`src/rtl/fb_fifo_pkg.sv`:
```
// Shared helpers for the framebuffer pixel FIFO: log2 sizing and
// elaboration-time legality check of the parameter set.
package fb_fifo_pkg;

   // Ceiling log2, usable in constant expressions.
   function automatic int unsigned clog2(input int unsigned value);
      int unsigned res;
      res = 0;
      while ((64'(1) << res) < 64'(value)) res++;
      return res;
   endfunction

   // Sizing for the default 16-entry configuration.
   localparam int unsigned DEPTH_DEF = 16;
   localparam int unsigned ADDR_W    = clog2(DEPTH_DEF);
   localparam int unsigned PTR_W     = ADDR_W + 1;

   // True when the parameter set describes a buildable FIFO.
   function automatic bit params_ok(input int unsigned data_w,
                                    input int unsigned depth,
                                    input int unsigned af_thresh,
                                    input int unsigned ae_thresh);
      bit ok;
      ok = (data_w >= 1) && (data_w <= 256);
      ok = ok && (depth >= 4) && (depth <= 1024);
      ok = ok && ((depth & (depth - 1)) == 0);
      ok = ok && (af_thresh >= 1) && (af_thresh <= depth);
      ok = ok && (ae_thresh < depth);
      return ok;
   endfunction

endpackage

```
`src/rtl/fb_fifo_if.sv`:
```
// Avalon-style write/read handshake between the pixel producer, the FIFO
// and the scan-out reader.
//   master: drives in_writedata/in_write/out_read
//   slave : drives in_waitrequest/out_readdata/out_waitrequest
interface fb_fifo_if #(
   parameter int unsigned DATA_W = 64
);
   logic [DATA_W-1:0] in_writedata;
   logic              in_write;
   logic              in_waitrequest;
   logic [DATA_W-1:0] out_readdata;
   logic              out_read;
   logic              out_waitrequest;

   modport master (
      output in_writedata, in_write, out_read,
      input  in_waitrequest, out_readdata, out_waitrequest
   );

   modport slave (
      input  in_writedata, in_write, out_read,
      output in_waitrequest, out_readdata, out_waitrequest
   );
endinterface

```
`src/rtl/fb_fifo_ram.sv`:
```
// Simple dual-port storage for the FIFO: registered write, asynchronous read.
//   clk          : write clock
//   we/waddr/wdata : write port
//   raddr/rdata  : combinational read port
module fb_fifo_ram
   import fb_fifo_pkg::*;
#(
   parameter  int unsigned DATA_W    = 64,
   parameter  int unsigned DEPTH     = 16,
   localparam int unsigned ADDR_BITS = clog2(DEPTH)
) (
   input  logic                 clk,
   input  logic                 we,
   input  logic [ADDR_BITS-1:0] waddr,
   input  logic [DATA_W-1:0]    wdata,
   input  logic [ADDR_BITS-1:0] raddr,
   output logic [DATA_W-1:0]    rdata
);

   logic [DATA_W-1:0] mem [DEPTH];

   // No reset: contents are only meaningful between the pointers.
   always_ff @(posedge clk) begin
      if (we) mem[waddr] <= wdata;
   end

   assign rdata = mem[raddr];

endmodule

```
`src/rtl/fb_fifo_param.sv`:
```
// Parametrised framebuffer pixel FIFO with show-ahead read data.
//   clk_clk, reset_reset_n : clock, async active-low reset
//   bus (slave)            : write port with in_waitrequest, read port with
//                            out_waitrequest; out_readdata is the head word
//   flush                  : synchronous clear, overrides reads and writes
//   level                  : occupancy 0..DEPTH
//   almost_full/empty      : level threshold flags
//   err                    : sticky pop-while-empty, cleared by flush/reset
module fb_fifo_param
   import fb_fifo_pkg::*;
#(
   parameter  int unsigned DATA_W    = 64,
   parameter  int unsigned DEPTH     = 16,
   parameter  int unsigned AF_THRESH = 12,
   parameter  int unsigned AE_THRESH = 4,
   localparam int unsigned ADDR_BITS = clog2(DEPTH),
   localparam int unsigned PTR_BITS  = ADDR_BITS + 1
) (
   input  logic                clk_clk,
   input  logic                reset_reset_n,
   fb_fifo_if.slave            bus,
   input  logic                flush,
   output logic [PTR_BITS-1:0] level,
   output logic                almost_full,
   output logic                almost_empty,
   output logic                err
);

   if (!params_ok(DATA_W, DEPTH, AF_THRESH, AE_THRESH)) begin : g_param_check
      $error("fb_fifo_param: illegal DATA_W/DEPTH/AF_THRESH/AE_THRESH");
   end

   logic [PTR_BITS-1:0] wr_ptr_q, wr_ptr_d;
   logic [PTR_BITS-1:0] rd_ptr_q, rd_ptr_d;
   logic [PTR_BITS-1:0] level_q, level_d;
   logic                full_q, full_d;
   logic                empty_q, empty_d;
   logic                af_q, af_d;
   logic                ae_q, ae_d;
   logic                err_q, err_d;
   logic                wr_acc;
   logic                rd_acc;

   // Handshake acceptance; flush blocks both sides.
   assign wr_acc = bus.in_write && !full_q && !flush;
   assign rd_acc = bus.out_read && !empty_q && !flush;

   // Next pointers, occupancy and flags.
   always_comb begin
      wr_ptr_d = wr_ptr_q;
      rd_ptr_d = rd_ptr_q;
      err_d    = err_q;
      if (flush) begin
         wr_ptr_d = '0;
         rd_ptr_d = '0;
         err_d    = 1'b0;
      end else begin
         if (wr_acc) wr_ptr_d = wr_ptr_q + PTR_BITS'(1);
         if (rd_acc) rd_ptr_d = rd_ptr_q + PTR_BITS'(1);
         if (bus.out_read && empty_q) err_d = 1'b1;
      end
      level_d = wr_ptr_d - rd_ptr_d;
      empty_d = (wr_ptr_d == rd_ptr_d);
      // Same slot but different lap: the writer is a full turn ahead.
      full_d  = (wr_ptr_d[ADDR_BITS-1:0] == rd_ptr_d[ADDR_BITS-1:0]) &&
                (wr_ptr_d[ADDR_BITS] != rd_ptr_d[ADDR_BITS]);
      af_d    = (level_d >= PTR_BITS'(AF_THRESH));
      ae_d    = (level_d <= PTR_BITS'(AE_THRESH));
   end

   // Control state register.
   always_ff @(posedge clk_clk or negedge reset_reset_n) begin
      if (!reset_reset_n) begin
         wr_ptr_q <= '0;
         rd_ptr_q <= '0;
         level_q  <= '0;
         full_q   <= 1'b0;
         empty_q  <= 1'b1;
         af_q     <= 1'b0;
         ae_q     <= 1'b1;
         err_q    <= 1'b0;
      end else begin
         wr_ptr_q <= wr_ptr_d;
         rd_ptr_q <= rd_ptr_d;
         level_q  <= level_d;
         full_q   <= full_d;
         empty_q  <= empty_d;
         af_q     <= af_d;
         ae_q     <= ae_d;
         err_q    <= err_d;
      end
   end

   fb_fifo_ram #(
      .DATA_W (DATA_W),
      .DEPTH  (DEPTH)
   ) u_ram (
      .clk   (clk_clk),
      .we    (wr_acc),
      .waddr (wr_ptr_q[ADDR_BITS-1:0]),
      .wdata (bus.in_writedata),
      .raddr (rd_ptr_q[ADDR_BITS-1:0]),
      .rdata (bus.out_readdata)
   );

   assign bus.in_waitrequest  = full_q | flush;
   assign bus.out_waitrequest = empty_q | flush;
   assign level               = level_q;
   assign almost_full         = af_q;
   assign almost_empty        = ae_q;
   assign err                 = err_q;

endmodule

```
`src/flat_wrapper.sv`:
```
// flat-port wrapper written by rule: the top's interface ports become plain ports
module fb_fifo_param_flat import fb_fifo_pkg::*;
#(
   parameter  int unsigned DATA_W    = 64,
   parameter  int unsigned DEPTH     = 16,
   parameter  int unsigned AF_THRESH = 12,
   parameter  int unsigned AE_THRESH = 4,
   localparam int unsigned ADDR_BITS = clog2(DEPTH),
   localparam int unsigned PTR_BITS  = ADDR_BITS + 1
)
  (clk_clk, reset_reset_n, flush, level, almost_full, almost_empty, err, bus_in_writedata, bus_in_write, bus_out_read, bus_in_waitrequest, bus_out_readdata, bus_out_waitrequest);
  fb_fifo_if #(.DATA_W(DATA_W)) bus_i ();
  input  logic clk_clk;
  input  logic reset_reset_n;
  input  logic flush;
  output logic [PTR_BITS-1:0] level;
  output logic almost_full;
  output logic almost_empty;
  output logic err;
  input wire logic [$bits(bus_i.in_writedata)-1:0] bus_in_writedata;
  input wire logic [$bits(bus_i.in_write)-1:0] bus_in_write;
  input wire logic [$bits(bus_i.out_read)-1:0] bus_out_read;
  output wire logic [$bits(bus_i.in_waitrequest)-1:0] bus_in_waitrequest;
  output wire logic [$bits(bus_i.out_readdata)-1:0] bus_out_readdata;
  output wire logic [$bits(bus_i.out_waitrequest)-1:0] bus_out_waitrequest;
  assign bus_i.in_writedata = bus_in_writedata;
  assign bus_i.in_write = bus_in_write;
  assign bus_i.out_read = bus_out_read;
  assign bus_in_waitrequest = bus_i.in_waitrequest;
  assign bus_out_readdata = bus_i.out_readdata;
  assign bus_out_waitrequest = bus_i.out_waitrequest;
  fb_fifo_param #(.DATA_W(DATA_W), .DEPTH(DEPTH), .AF_THRESH(AF_THRESH), .AE_THRESH(AE_THRESH)) u_core (.clk_clk(clk_clk), .reset_reset_n(reset_reset_n), .bus(bus_i), .flush(flush), .level(level), .almost_full(almost_full), .almost_empty(almost_empty), .err(err));
endmodule
```
`config.mk`:
```
export PLATFORM = sky130hd
export DESIGN_NAME = fb_fifo_param_flat
export DESIGN_NICKNAME = d
export VERILOG_FILES = /design/src/rtl/fb_fifo_pkg.sv /design/src/rtl/fb_fifo_if.sv /design/src/rtl/fb_fifo_ram.sv /design/src/rtl/fb_fifo_param.sv /design/src/flat_wrapper.sv
export SDC_FILE = /design/constraint.sdc
export NUM_CORES = 1
export LEC_CHECK = 0
export CORE_UTILIZATION = 30
export DETAILED_ROUTE_END_ITERATION = 10
export PLACE_DENSITY_LB_ADDON = 0.15
export SLEW_MARGIN = 25
export SYNTH_ARGS = -nofsm -noshare
export SYNTH_HDL_FRONTEND = slang
export SYNTH_SLANG_ARGS = --single-unit
```
`constraint.sdc`:
```
create_clock -name clk_clk -period 7.3 [get_ports clk_clk]
set_clock_uncertainty 0.1 [all_clocks]
set_input_delay 1.825 -clock clk_clk [delete_from_list [all_inputs] [get_ports clk_clk]]
set_output_delay 1.825 -clock clk_clk [all_outputs]
set_load 0.05 [all_outputs]
```
==> flow_summary_export.csv <==
group,metric,value,unit
grt,number_of_antenna_violations_at_the_first_check_in_global_routing,8,
final_layout,mostFrequentLayoutCell,"edfxtp_1",
synth,synth.cell_area,40000,um^2
cts,clkLatencyLatePin,700,ps
sta,totalNegativeSetupSlack,0,ps
route,total_detailed_routing_wirelength,96100,um
power,powerDensity,301,nW/um^2
cts,cts_sinks,1044,
final_layout,layout_common_cells,"edfxtp_1 (1,024), mux4_2 (256), clkdlybuf4s50_1 (142)",
synth,synthesis.nets,1838,
power,vdd.ir_drop.worst,0.185,mV
synth,post-synth-top-area-cell,"edfxtp_1",
grt,maximum_number_of_pins_on_one_net_before_global_route_repair,63,
cts,post_cts_hold_buffer_count,0,
power,p_comb_frac,0.147,
route,drc,0,
placement,post-dp-hpwl,49200,um
synth,synth-warning-count,0,
run,timing.max_cap.violations,0,
sta,grt_setup_unrepaired,"false",
floorplan,chipWidth,367,um
floorplan,ios,143,
power,clock_power_share,0.383,
floorplan,fp.dieArea,135000,um^2
final_layout,area_growth_syn_to_layout,19.1,%
route,antenna_violating_nets_post_route,0,
synth,async_reset_ff_frac,0.0192,
grt,grt_use_total,0.144,
synth,synth_area_leaders,"edfxtp_1 (77%), mux4_2 (14%), mux2i_1 (1.7%), a211oi_1 (1.2%), dfrtp_1 (1.1%)",
cts,clkSlewWorstSetupHoldPaths,60,ps
cts,cts_post_setup_buffers_inserted,0,
power,power.leakage,14.2,nW
outcome,result_of_the_run,"completed",
floorplan,num_rows,133,
grt,grt_pass1_wl,141000,um
floorplan,coreArea,132000,um^2
cts,cts.root.buffer_cell,"clkbuf_16",
sta,hold_violations,0,
route,detail_route.iter0.violations,1036,
synth,synth_flop_cell,"edfxtp_1",
synth,synth_seq_area_share,0.782,
placement,place.gp.congestion,0.687,
worst_setup_path,critical_path_peak_fanout,40,
cts,tritoncts,"done",
grt,globalRouteMet2Util,0.249,
grt,globalRoute.totalOverflow,0,
sta,setup_viol_count_final,0,
final_layout,nNetsFinal,2058,
cts,maximum_root_to_sink_buffer_count,3,
power,total_power,0.0143,W
floorplan,floorplan.initialDensity,0.303,
final_layout,layout-drive-gt1-share,0.241,
sta,worst_slew_margin_rel,0.295,
sta,max_clock_freq,167,MHz
route,dr_total_vias,18100,
power,pwr-share-seq,0.470,
synth,synth-seq-cells,1044,
synth,synth_top_area_share,0.769,
min_path,hold_path_class,"reg2reg",
worst_setup_path,setup.worst_path.start_class,"flip-flop",
route,wirelength_per_cell,25.2,um
synth,number_of_flops_mapped_to_enable_cells_by_yosys,1024,
cts,htree_num_levels,3,
sta,worst-slew-pin-transition,1060,ps
placement,port_buffers,142,
power,intPower,0.0108,W
cts,postCtsResizedCells,0,
power,total_switching_power,0.00352,W
sta,period_needed,5970,ps
grt,globalRouteMet1Util,0.187,
route,initial_drt_pass_iterations,5,
worst_setup_path,worst_endpoint_required_time,5380,ps
final_layout,layout.core_utilization,0.361,
final_layout,antenna_cells_inserted,0,
grt,grt_pass1_vias,20100,
synth,syn-instance-count,1759,
synth,avgSynthCellArea,22.7,um^2
worst_setup_path,critical_path.endpoint_type,"output port",
floorplan,dieHeight,367,um
sta,final.period_utilization,0.818,
worst_setup_path,worst-endpoint-arrival,4050,ps
power,p_sw_frac,0.246,
sta,final_max_slew_viol_count,0,
route,detail_route.vias_per_cell,4.74,
grt,grt_use_met3,0.0284,
worst_setup_path,criticalPathCategory,"reg2out",
grt,busiest_layer,"met2",
synth,count_of_different_cell_masters_after_synthesis,38,
cts,cts_inserted_buffers,113,
-- kinds of logic after synthesis --
kind of cell,count (synthesis),share of synthesized area
fa+ha+maj,10,0.00332
compound gates,143,0.0227
xor+xnor,7,0.00153
flops,1044,0.782
simple gates,124,0.0181
buf+inv,109,0.0115
mux,322,0.161
-- power groups by stage --
stage / logic [W] / registers (W) / clock network [W]
floorplan: 0.00147 / 0.00686 / 0
global placement: 0.00216 / 0.00686 / 0
detailed placement: 0.00217 / 0.00686 / 0
CTS: 0.00217 / 0.00674 / 0.00566
global route: 0.00227 / 0.00674 / 0.00587
finish: 0.00211 / 0.00673 / 0.00548
-- path summary, 6_finish.rpt --
kind	slack [ps]	start	to	depth (start not counted)
hold / removal	420	u_core.err$_DFFE_PN0P_	u_core.err$_DFFE_PN0P_	2
max in group asynchronous	4920	reset_reset_n	u_core.rd_ptr_q[1]$_DFF_PN0_	1
setup reg to reg	3580	u_core.rd_ptr_q[1]$_DFF_PN0_	u_core.almost_full$_DFF_PN0_	11
hold reg to reg	420	u_core.err$_DFFE_PN0P_	u_core.err$_DFFE_PN0P_	2
min in group asynchronous	1520	reset_reset_n	u_core.level[3]$_DFF_PN0_	1
setup / recovery	1330	u_core.rd_ptr_q[0]$_DFF_PN0_	bus_out_readdata[18]	6
-- routing by layer --
| layer | share of wire | up-vias |
|---|---|---|
| met5 | 0.00068 | - |
| met4 | 0.019 | 10 |
| met3 | 0.037 | 132 |
| met2 | 0.51 | 313 |
| met1 | 0.43 | 9779 |
| li1 | - | 7864 |
-- flip-flops by register name (all words and copies together), names as in the netlist --
register             count
u_core.wr_ptr_q          5
u_core.u_ram.mem      1024
u_core.almost_empty      1
u_core.err               1
u_core.full_q            1
u_core.level             5
u_core.rd_ptr_q          5
u_core.empty_q           1
u_core.almost_full       1
-- synth_stat cells (6+ instances only) --
cell type	instances
mux2i_1	66
nor2_1	21
dfrtp_1	18
clkbuf_1	52
buf_1	8
nand2_1	7
nor2b_1	70
mux4_2	256
or2_2	6
a21oi_1	66
ha_1	9
nor3_1	6
buf_2	38
inv_1	10
edfxtp_1	1024
a211oi_1	65
-- critical path, stage by stage, from the launching register on --
cell,delay [ps]
dfrtp_4,910
buf_12,420
mux4_2,560
nor2b_1,140
a211oi_1,340
a21oi_1,110
clkdlybuf4s50_1,760
-- cell type report --
class | instances | area, um^2
sequential | 1044 | 31300
clock inverter | 61 | 587
fill | 12200 | 84200
timing repair buffer | 204 | 2180
multi-input combinational | 606 | 8380
clock buffer | 139 | 2950
tap | 1755 | 2200
inverter | 10 | 37.5
-- through the flow --
step / hold slack, ps / setup WS [ps] / cell area, um^2 / instances
finish: 425 / 1330 / 47600 / 3819
global route: 474 / 1030 / 47600 / 3819
detailed placement: 420 / 1640 / 44100 / 3619
global placement: 384 / 1640 / 44000 / 3616
floorplan: 444 / 133 / 40000 / 1759
CTS: 436 / 1170 / 47600 / 3819
Note: power is estimated with default switching activity, not from simulation.
